**src/rtl/fetch_pkg.sv**
```systemverilog
// Shared fetch-stage types and constants, used by fetch, decode and execute.
package fetch_pkg;

  localparam int unsigned XLEN       = 32;
  localparam int unsigned INSN_BYTES = 4;

  typedef struct packed {
    logic            valid;
    logic [XLEN-1:0] pc;
    logic            pred_taken;
    logic [XLEN-1:0] pred_target;
  } fetch_pkt_t;

  // Fall-through PC; wraps modulo 2^XLEN.
  function automatic logic [XLEN-1:0] next_seq_pc(input logic [XLEN-1:0] pc);
    return pc + XLEN'(INSN_BYTES);
  endfunction

endpackage

```
**src/rtl/branch_mispredict_check.sv**
```systemverilog
// Compares a resolved branch against its carried prediction and yields the
// corrected fetch PC.
module branch_mispredict_check
  import fetch_pkg::*;
(
  input  logic            ex_valid,
  input  logic [XLEN-1:0] ex_pc,
  input  logic            ex_taken,
  input  logic [XLEN-1:0] ex_target,
  input  logic            ex_pred_taken,
  input  logic [XLEN-1:0] ex_pred_target,
  output logic            mispredict_c,
  output logic [XLEN-1:0] correct_pc_c
);

  always_comb begin
    mispredict_c = 1'b0;
    correct_pc_c = next_seq_pc(ex_pc);
    if (ex_taken) begin
      correct_pc_c = ex_target;
    end
    // Wrong direction, or right direction to the wrong place.
    if (ex_valid) begin
      if (ex_taken != ex_pred_taken) begin
        mispredict_c = 1'b1;
      end else if (ex_taken && (ex_target != ex_pred_target)) begin
        mispredict_c = 1'b1;
      end
    end
  end

endmodule

```
**src/rtl/fetch_pc_unit.sv**
```systemverilog
// Fetch-stage next-PC generator: drives the BTB lookup, applies predicted and
// resolved redirects, emits decode packets and BTB update strobes.
module fetch_pc_unit
  import fetch_pkg::*;
#(
  parameter logic [31:0] RESET_VECTOR = 32'h0000_0000
) (
  input  logic            fpc_clk,
  input  logic            fpc_reset_n,
  input  logic            fpc_stall,
  output logic [XLEN-1:0] fpc_btb_pc,
  input  logic            fpc_btb_hit,
  input  logic [XLEN-1:0] fpc_btb_target,
  input  logic            fpc_ex_valid,
  input  logic [XLEN-1:0] fpc_ex_pc,
  input  logic            fpc_ex_taken,
  input  logic [XLEN-1:0] fpc_ex_target,
  input  logic            fpc_ex_pred_taken,
  input  logic [XLEN-1:0] fpc_ex_pred_target,
  output logic            fpc_if_valid,
  output logic [XLEN-1:0] fpc_if_pc,
  output logic            fpc_if_pred_taken,
  output logic [XLEN-1:0] fpc_if_pred_target,
  output logic            fpc_flush,
  output logic            fpc_btb_write,
  output logic            fpc_btb_branch_taken,
  output logic [XLEN-1:0] fpc_btb_new_pc,
  output logic [XLEN-1:0] fpc_btb_data
);

  logic [XLEN-1:0] pc_q;
  logic [XLEN-1:0] prev_pc_q;
  logic            prev_valid_q;
  fetch_pkt_t      pkt_q;
  logic            flush_q;
  logic            btb_write_q;
  logic            btb_taken_q;
  logic [XLEN-1:0] btb_new_pc_q;
  logic [XLEN-1:0] btb_data_q;

  logic            mispredict_c;
  logic [XLEN-1:0] correct_pc_c;

  branch_mispredict_check u_mp_check (
    .ex_valid       (fpc_ex_valid),
    .ex_pc          (fpc_ex_pc),
    .ex_taken       (fpc_ex_taken),
    .ex_target      (fpc_ex_target),
    .ex_pred_taken  (fpc_ex_pred_taken),
    .ex_pred_target (fpc_ex_pred_target),
    .mispredict_c   (mispredict_c),
    .correct_pc_c   (correct_pc_c)
  );

  // While stalled, re-present prev_pc so the next BTB result still matches it.
  assign fpc_btb_pc = fpc_stall ? prev_pc_q : pc_q;

  // PC pipeline and decode packet: mispredict > stall > BTB redirect > sequential.
  always_ff @(posedge fpc_clk) begin
    if (!fpc_reset_n) begin
      pc_q         <= RESET_VECTOR;
      prev_pc_q    <= '0;
      prev_valid_q <= 1'b0;
      pkt_q        <= '0;
      flush_q      <= 1'b0;
    end else if (mispredict_c) begin
      pc_q         <= correct_pc_c;
      prev_valid_q <= 1'b0;
      pkt_q.valid  <= 1'b0;
      flush_q      <= 1'b1;
    end else begin
      flush_q <= 1'b0;
      if (!fpc_stall) begin
        if (prev_valid_q && fpc_btb_hit) begin
          pkt_q        <= '{valid: 1'b1, pc: prev_pc_q, pred_taken: 1'b1,
                            pred_target: fpc_btb_target};
          pc_q         <= fpc_btb_target;
          prev_valid_q <= 1'b0;
        end else begin
          pkt_q        <= '{valid: prev_valid_q, pc: prev_pc_q, pred_taken: 1'b0,
                            pred_target: next_seq_pc(prev_pc_q)};
          prev_pc_q    <= pc_q;
          prev_valid_q <= 1'b1;
          pc_q         <= next_seq_pc(pc_q);
        end
      end
    end
  end

  // BTB training strobe, one per resolved branch regardless of stall or flush.
  always_ff @(posedge fpc_clk) begin
    if (!fpc_reset_n) begin
      btb_write_q  <= 1'b0;
      btb_taken_q  <= 1'b0;
      btb_new_pc_q <= '0;
      btb_data_q   <= '0;
    end else begin
      btb_write_q <= fpc_ex_valid;
      if (fpc_ex_valid) begin
        btb_taken_q  <= fpc_ex_taken;
        btb_new_pc_q <= fpc_ex_pc;
        btb_data_q   <= fpc_ex_target;
      end
    end
  end

  assign fpc_if_valid         = pkt_q.valid;
  assign fpc_if_pc            = pkt_q.pc;
  assign fpc_if_pred_taken    = pkt_q.pred_taken;
  assign fpc_if_pred_target   = pkt_q.pred_target;
  assign fpc_flush            = flush_q;
  assign fpc_btb_write        = btb_write_q;
  assign fpc_btb_branch_taken = btb_taken_q;
  assign fpc_btb_new_pc       = btb_new_pc_q;
  assign fpc_btb_data         = btb_data_q;

endmodule

```
**config.mk**
```make
export PLATFORM = sky130hd
export DESIGN_NAME = fetch_pc_unit
export DESIGN_NICKNAME = d
export VERILOG_FILES = /design/src/rtl/fetch_pkg.sv /design/src/rtl/branch_mispredict_check.sv /design/src/rtl/fetch_pc_unit.sv
export SDC_FILE = /design/constraint.sdc
export NUM_CORES = 1
export LEC_CHECK = 0
export ABC_AREA = 1
export BUFFER_PORTS_ARGS = -buffer_cell sky130_fd_sc_hd__buf_2
export CELL_PAD_IN_SITES_DETAIL_PLACEMENT = 0
export CELL_PAD_IN_SITES_GLOBAL_PLACEMENT = 1
export CORE_MARGIN = 2
export CORE_UTILIZATION = 39
export DETAILED_ROUTE_END_ITERATION = 6
export HOLD_SLACK_MARGIN = 0.12
export MAX_ROUTING_LAYER = met4
export PLACE_DENSITY = 0.84
export SLEW_MARGIN = 20
export SYNTH_ARGS = -nofsm -noshare
export SYNTH_HDL_FRONTEND = slang
export SYNTH_HIERARCHICAL = 1
export SYNTH_SLANG_ARGS = --single-unit
```
**constraint.sdc**
```tcl
create_clock -name fpc_clk -period 3.5 [get_ports fpc_clk]
set_clock_uncertainty 0.1 [all_clocks]
set_input_delay 0.175 -clock fpc_clk [delete_from_list [all_inputs] [get_ports fpc_clk]]
set_output_delay 0.175 -clock fpc_clk [all_outputs]
set_load 0.05 [all_outputs]
```
# Word level (Yosys, flattened, before mapping)
# Cells that the tools add are included.
# word_totals
regBits,198
in_bits,135
# classes
add_sub_neg,3
bitwise,4
reduce_logical,5
n_eq_ne,3
mux,11
# op_table
cell,n
32-bit two-way mux,5
32-bit by 3-bit adder with 32-bit output (second input constant),3
66-bit two-way mux,1
32-bit inequality test,1
1-bit two-way mux,5
1-bit NOT,4
3-bit AND reduction,1
1-bit logical AND,2
2-bit by 1-bit inequality test with 1-bit output (second input constant),1
2-bit AND reduction,1
2-bit OR reduction,1
1-bit inequality test,1

# Depth between registers and ports, before layout
# Gate-level depths: netlist of run 1.
# logic_depth
ltp_word,7
ltp_mapped,19

# By module
# The synthesis of run 1 kept the hierarchy.
# by_module_without_submodules
mod,seq_area_each_um2,area_each_um2,n_inst,cells_each
fetch_pc_unit,3963.8,9315.2,1,1371
branch_mispredict_check,0.0,1771.7,1,390

# Least setup slack after synthesis of run 1
# OpenSTA, ideal clock, no wires.
# synth_path
path_kind,input port to flip-flop
start,input port fpc_ex_taken
end,register pkt_q (netlist bit fpc_if_pred_target[0])
path_stages,13
slack_ns,1.485
arrival_time_ns,1.788
path_buffers,4
cell_sequence,clkbuf_1 clkbuf_1 o21ai_0 nor2_1 buf_2 inv_2 nand2_2 inv_2 nand2_4 inv_2 buf_6 a221oi_1 nor2_1
# synth_between
elab_chain_len,6
word_cells_on_any_way,7
classes_between,eq/ne (1); mux (3); bitwise (1); reduce/logical (2)
# synth_lines
element,line,text
start: declaration,fetch_pc_unit.sv:16,"input logic fpc_ex_taken,"
1-bit logical AND,branch_mispredict_check.sv:26,end else if (ex_taken && (ex_target != ex_pred_target)) begin
1-bit two-way mux,branch_mispredict_check.sv:26,
1-bit two-way mux *,branch_mispredict_check.sv:24,if (ex_taken != ex_pred_taken) begin
1-bit two-way mux *,branch_mispredict_check.sv:23,if (ex_valid) begin
named net mispredict_c,fetch_pc_unit.sv:41,logic mispredict_c;
1-bit NOT (no source line) *,--,
2-bit AND reduction (no source line) *,--,
end signal: assignment,fetch_pc_unit.sv:75,"pkt_q <= '{valid: 1'b1, pc: prev_pc_q, pred_taken: 1'b1,"
end signal: assignment,fetch_pc_unit.sv:80,"pkt_q <= '{valid: prev_valid_q, pc: prev_pc_q, pred_taken: 1'b0,"
end: declaration,fetch_pc_unit.sv:34,fetch_pkt_t pkt_q;
# The timed path passes the listed nets; every way through them passes the cells marked *.
# A chain may end at the register's enable or synchronous reset.

# Worst setup path after layout of run 1
# layout_path
start,input port fpc_ex_target[27]
end,register pc_q[22]
# layout_between
elab_chain_len,6
word_cells_on_any_way,7
classes_between,eq/ne (2); mux (4); reduce/logical (1)
# layout_lines
element,line,text
start: declaration,fetch_pc_unit.sv:17,"input logic [XLEN-1:0] fpc_ex_target,"
32-bit inequality test *,branch_mispredict_check.sv:26,
1-bit logical AND *,branch_mispredict_check.sv:26,
1-bit two-way mux *,branch_mispredict_check.sv:26,
1-bit two-way mux *,branch_mispredict_check.sv:24,
1-bit two-way mux *,branch_mispredict_check.sv:23,
named net mispredict_c,fetch_pc_unit.sv:41,
2-bit by 1-bit inequality test with 1-bit output (no source line) or 32-bit two-way mux (tied branches),--,
end signal: assignment,fetch_pc_unit.sv:67,pc_q <= correct_pc_c;
end signal: assignment,fetch_pc_unit.sv:77,pc_q <= fpc_btb_target;
end signal: assignment,fetch_pc_unit.sv:84,pc_q <= next_seq_pc(pc_q);
end: declaration,fetch_pc_unit.sv:31,logic [XLEN-1:0] pc_q;
# Marked as above.

==> out/metrics.yaml, run 1 <==
outcome:
  outcome: "finished clean"
floorplanning:
  std_cell_rows: 61
  initial_core_util: 0.398
  dieArea_mm2: 0.0298
  io_pins: 300
  die_h_um: 173
  core_mm2: 0.0279
  die_w_um: 173
timing:
  setup_tns_ps: 0
  fin_crit_sh: 0.835
  setup_viol: 0
  fmax_mhz: 342
  min_period_ps: 2920
  hold_viol_final: 0
  slew_viol_final: 0
  worst_pin_slew_ps: 754
  rsz0062_at_grt: "no"
  setup_ws_ps: 579
  slew_headroom: 0.497
pwr:
  max-vdd-ir-drop_mv: 0.274
  finalPower_mw: 6.00
  power_density_mw_per_mm2: 418
  cellLeakagePower_nw: 6.47
synth:
  ys_ff_latch: 198
  synth.top_cells.by_area: "dfxtp_1 36%, nand2_1 16%, nor2_1 10%, o21ai_0 9.2%, a21oi_1 5.3%"
  synth_area_mm2: 0.0111
  synth_area_leader_cell: "dfxtp_1"
  seq_area_frac_synth: 0.358
  ys_warn_count: 6
  yosysUniqueCellTypes: 41
  syn_avg_cell_area_um2: 6.30
  syn_nets: 1899
  syn_inst: 1761
  synth_top_area_share: 0.358
layout:
  synthToLayoutAreaGrowth_pct: 29.4
  regArea_mm2: 0.00396
  drive_gt1_frac: 0.190
  nFillCells: 2855
  stdcell_count: 2502
  multi_input_area_mm2: 0.00615
  nets: 2246
drt:
  drt_iter0_drc: 1122
  drt-total-wl_mm: 45.6
  wl_per_cell_um: 18.2
  drc: 0
  vias: 12925
  m1WireLength_mm: 20.0
  routed.top_layer: "met4"
  wl_met2_mm: 21.1
  avgViaCountPerCell: 5.17
  met3_length_mm: 3.20
  dr.pass1.iters: 6
  drt.antenna.violating_nets: 0
clock_network:
  cts_buffers: 17
  postCtsResizedCells: 0
  clock_latency_ps: 450
  clock-sinks: 198
  cts-htree-levels: 4
  path_clk_slew_ps: 80
  clockRootBuffer: "clkbuf_16"
  clk_path_buf_depth: 2
  cts_tree: "done"
global_routing:
  overflow: 0
  track_usage: 0.308
  grt_pass1_wl_mm: 69.5
  grt_pass1_vias: 12240
  antenna_found_initial: 2
  grt_max_degree: 78
worst_setup_path:
  worstPathRequired_ps: 3720
  critical-path-slowest-cell: "buf_4"
  cp.arrival_ps: 3140
  worstSetupEndpointType: "register"
  reg2reg_slack_ps: 1310
  path_common_cell: "nor2_1"
  cp-start-kind: "input pin"
  cp_slowest_stage_delay_ps: 560
  crit_fanout: 59
  crit_chain: "dlygate4sd3_1 > buf_2 > nand2_1 > inv_1 > o21ai_0 > nor2_1 > nand3_1 > nor2_1 > nor2_2 > inv_2 > nand2_2 > buf_4 > nor2_1 > a221oi_1 > a21oi_1"
  crit_type: "in -> reg"
  r2r-start: "prev_pc_q[2]$_SDFFE_PN0P_"
  startpoint: "fpc_ex_target[27]"
hold_path:
  hold_path_class: "in -> reg"
  hp-start: "fpc_reset_n"
placed_design:
  portBuffers: 299
  place_congestion: 0.973
  dp.cells: 2370
  hpwl_mm: 34.5
  pre_cts_ws_ps: 710
flow_run:
  timing.max_cap.violations: 0
## cell families (layout without fill, tap and decap cells)
group	Yosys count	in the layout	share of synthesized area
other	0	3	0
DFF	198	198	0.358
buffers and inverters	233	593	0.0876
and+or+nand+nor	915	915	0.342
AOI/OAI and AO/OA	383	383	0.186
adders and majority gates	3	3	0.00339
xor gates and xnor gates	29	29	0.0229
## cells in the mapped netlist, drive strengths merged
master	count
a41oi	3
nand2	474
a221oi	17
o21ai	210
nand4	11
a21boi	5
a31oi	19
xnor2	6
nor3	8
and2	2
inv	148
o22ai	1
o21bai	4
dfxtp	198
buf	35
ha	3
a21oi	117
nand3b	4
nand3	85
or2	3
nor2	328
dlygate4sd1	1
clkbuf	49
o211ai	1
a211oi	5
xor2	23
o21a	1
## layer usage
metal / up-vias / track usage
met5: - / -
met4: 0 / 0.0976
met3: 61 / 0.0521
met2: 539 / 0.495
met1: 5938 / 0.395
li1: 6387 / -
## per-stage QoR
stage / hold slack, ps / utilization / area [um2]
after global placement: 323 / 0.459 / 12800
after floorplan: 210 / - / 11100
final: 160 / 0.515 / 14400
after global routing: 199 / 0.515 / 14300
after detailed placement: 327 / 0.459 / 12800
after CTS: 151 / 0.515 / 14300
## timing repair
item	4_1_cts	5_1_grt
hold buffers	97	0
buffers inserted	0	0
endpoints found under the hold margin	118	0
## state kept, by name, summed over array words and instances (netlist names)
signal                cells
prev_pc_q                32
prev_valid_q              1
fpc_flush                 1
fpc_if_pred_taken         1
pc_q                     32
fpc_btb_new_pc           32
fpc_if_pred_target       32
fpc_if_pc                32
fpc_btb_write             1
fpc_btb_branch_taken      1
fpc_btb_data             32
fpc_if_valid              1
## worst max-delay path: cells and delay by family
| family | cells | cell delay, ps |
|---|---|---|
| buffers and inverters | 5 | 1380 |
| AOI/OAI and AO/OA | 3 | 680 |
| and+or+nand+nor | 7 | 860 |
## report_power, final
part           switching (mW)  internal (mW)  leakage, nW  total [mW]
Combinational            1.06          0.410         4.56        1.47
Clock                    1.02          0.972        0.283        1.99
Sequential              0.136           2.40         1.63        2.54
## cell usage in the layout (no fill, tap or decap), drive strengths merged, types with 23 or more instances in the layout
cell         netlist  final
a21oi            117    117
buf               35    316
dfxtp            198    198
dlygate4sd3        0     97
inv              148    155
nand2            474    474
nand3             85     85
nor2             328    328
o21ai            210    210
xor2              23     23
## path summary, 6_finish.rpt
path                                                             to  cells past startpoint
worst max-delay path                          pc_q[22]$_SDFFE_PN0P_                     15
worst min-delay path                     fpc_if_pc[25]$_SDFFE_PN0P_                      3
worst min register to register            fpc_if_valid$_SDFFE_PP0N_                      2
worst max register to register  fpc_if_pred_target[30]$_SDFFE_PN0P_                     10
## cell type report
type	instances	area share
Antenna cell	3	0.000523
Inverter	148	0.0391
Tap cell	378	0.0330
Sequential cell	198	0.276
Clock inverter	13	0.00968
Multi-Input combinational cell	1330	0.429
Clock buffer	19	0.0309
Timing Repair Buffer	413	0.182
Power figures use the tool's default switching activity.
==> run 2: changes to the inputs <==
- ABC_AREA: 1 -> 0
- CORE_UTILIZATION: 39 -> 34
- PLACE_DENSITY: 0.84 -> 0.74
- clock period: 3.5 -> 2.65 ns (I/O delays scaled with it)
==> run 2 against run 1 <==
  * Synthesized cell count is 24% lower
  * Combinational power rose by 18%
  * Utilization fell by 4.1 points
  * Worst setup slack got worse by 490 ps
  * Sequential power is 28% higher
  * Hold slack got worse by 6.6 ps
  * Final cell count down 14%
  * Power rose by 31%
  * Largest power group unchanged
==> out/metrics.yaml, run 2 <==
outcome:
  outcome: "finished clean"
worst_setup_path:
  cp-start-kind: "input pin"
  worstPathRequired_ps: 2900
  startpoint: "fpc_ex_target[12]"
  cp.arrival_ps: 2810
  r2r_cells: 5
  worstSetupEndpointType: "register"
  r2r-start: "pc_q[9]$_SDFFE_PN0P_"
  reg2reg_slack_ps: 440
  r2r-end: "pc_q[26]$_SDFFE_PN0P_"
  endpoint: "fpc_if_pred_target[21]$_SDFFE_PN0P_"
  crit_fanout: 33
  crit_type: "in -> reg"
clock_network:
  cts_setup_buffers: 0
  cts_tree: "done"
  cts_buffers: 17
  clock-sinks: 198
  clk_path_buf_depth: 2
  clock_latency_ps: 460
  cts-htree-levels: 4
  clockRootBuffer: "clkbuf_16"
  path_clk_slew_ps: 80
synth:
  seq_area_frac_synth: 0.370
  yosysUniqueCellTypes: 65
  yosysMostFrequentCell: "nand2_1"
  synth.top_cells.by_area: "dfxtp_1 37%, nand2_1 8.7%, mux2i_1 6.9%, a21oi_1 5.5%, nor2_1 4.1%"
  syn_nets: 1485
  syn_inst: 1347
  ys_ff_latch: 198
  syn_avg_cell_area_um2: 7.94
  synth_top_area_share: 0.370
  ys_async_sr_fraction: 0
  synth_ff_type: "dfxtp_1"
  synth_commonest_cells: "248 x nand2_1, 198 x dfxtp_1, 118 x a21oi_1"
  synth-edff-count: 0
  synth_area_leader_cell: "dfxtp_1"
  synth_area_mm2: 0.0107
  ys_warn_count: 6
timing:
  fmax_mhz: 390
  fin_crit_sh: 0.968
  min_period_ps: 2560
  setup_viol: 0
  whs_ps: 153
  rsz0062_at_grt: "no"
  hold_viol_final: 0
  setup_ws_ps: 85.5
  worst_pin_slew_ps: 643
  slew_viol_final: 0
  slew_headroom: 0.571
drt:
  drt-total-wl_mm: 42.3
  wl_per_cell_um: 19.7
  drc: 0
  dr.pass1.iters: 6
  drt.antenna.violating_nets: 0
  drt_iter0_drc: 786
  vias: 11236
  avgViaCountPerCell: 5.24
pwr:
  max-vdd-ir-drop_mv: 0.439
  cellLeakagePower_nw: 6.18
  power_density_mw_per_mm2: 537
global_routing:
  grt_max_degree: 66
  grt_pass1_vias: 10859
  antenna_found_initial: 0
  track_usage: 0.260
  grt_pass1_wl_mm: 63.9
  overflow: 0
floorplanning:
  dieArea_mm2: 0.0329
  core_mm2: 0.0308
  io_pins: 300
  die_w_um: 181
  initial_core_util: 0.347
  die_h_um: 181
  std_cell_rows: 64
placed_design:
  pre_cts_ws_ps: -165
  hpwl_mm: 31.9
  portBuffers: 299
  place_congestion: 0.907
hold_path:
  hold_path_class: "in -> reg"
layout:
  nets: 1874
  synthToLayoutAreaGrowth_pct: 36.5
  n_antenna_cell: 0
  drive_gt1_frac: 0.279
  layout_common_cells: "297 x buf_2, 248 x nand2_1, 198 x dfxtp_1, 117 x a21oi_1, 116 x nor2_1"
  final_common_cell: "buf_2"
  nFillCells: 3094
flow_run:
  timing.max_cap.violations: 0
## run 2: power breakdown
part           total [mW]  internal, mW  switching, mW  leakage [nW]
combinational        1.74         0.617           1.12          4.26
clock                2.84          1.54           1.30         0.298
sequential           3.26          3.12          0.146          1.62
## run 2: critical path, stage by stage
cell and delay, ps:
dlygate4sd3_1 540, buf_2 150, xnor2_1 290, nand4_1 170
nor4_1 200, buf_4 170, a21oi_4 90, buf_4 210
nor2_4 180, buf_12 230, nand2_1 150, o221ai_1 200
nor3b_1 80
## run 2: layout make-up
cell class / instances / area (um2) / area share
multi-input cells: 1027 / 6270 / 0.429
flip-flops and latches: 198 / 3960 / 0.271
repair buffers: 482 / 3200 / 0.219
well taps: 396 / 495 / 0.0339
clock buffers: 18 / 439 / 0.0301
clock inverters: 14 / 193 / 0.0132
inverters: 10 / 40.0 / 0.00274
## run 2: per-stage QoR
step / utilization / instances / power, mW / instance area [um2] / TNS (ps)
2_1_floorplan: - / 1347 / 4.31 / 10700 / 0
3_3_place_gp: 0.422 / 2018 / 4.94 / 13000 / -5270
3_5_place_dp: 0.422 / 2018 / 4.95 / 13000 / -4320
4_1_cts: 0.474 / 2145 / 7.89 / 14600 / 0
5_1_grt: 0.474 / 2145 / 8.16 / 14600 / 0
6_report: 0.474 / 2145 / 7.84 / 14600 / 0
## run 2: worst min path at each step
stage / startpoint / endpoint / slack [ps] / cells after the start
global placement: fpc_ex_pc[0] / fpc_btb_new_pc[0]$_SDFFE_PN0P_ / 290 / 3
global route: fpc_btb_target[3] / fpc_if_pred_target[3]$_SDFFE_PN0P_ / 150 / 4
finish: fpc_btb_target[7] / pc_q[7]$_SDFFE_PN0P_ / 150 / 4
CTS: fpc_btb_target[3] / fpc_if_pred_target[3]$_SDFFE_PN0P_ / 140 / 4
detailed placement: fpc_ex_pc[0] / fpc_btb_new_pc[0]$_SDFFE_PN0P_ / 320 / 3
floorplan: fpc_ex_pc[22] / fpc_btb_new_pc[22]$_SDFFE_PN0P_ / 180 / 2
## run 2: repair_timing
item / CTS / global route
hold buffers: 95 / 0
endpoints found under the setup margin: 0 / 14
gates resized for setup: 0 / 3
hold endpoints to repair: 113 / 0
## run 2: metal layers
metal / part of all wire / up-vias / global-route usage
li1: - / 5486 / -
met1: 0.45 / 5251 / 0.339
met2: 0.47 / 457 / 0.424
met3: 0.057 / 42 / 0.0355
met4: 0.019 / 0 / 0.0702
met5: 0 / - / -
## run 2: logic make-up after synthesis
logic type | Yosys count | synth area share
flip-flops | 198 | 0.370
multiplexers | 109 | 0.106
buffers and inverters | 122 | 0.0467
AO/OA/AOI/OAI | 274 | 0.152
adder cells (fa/ha/maj) | 3 | 0.00351
XOR/XNOR | 87 | 0.0712
AND/OR/NAND/NOR | 554 | 0.251
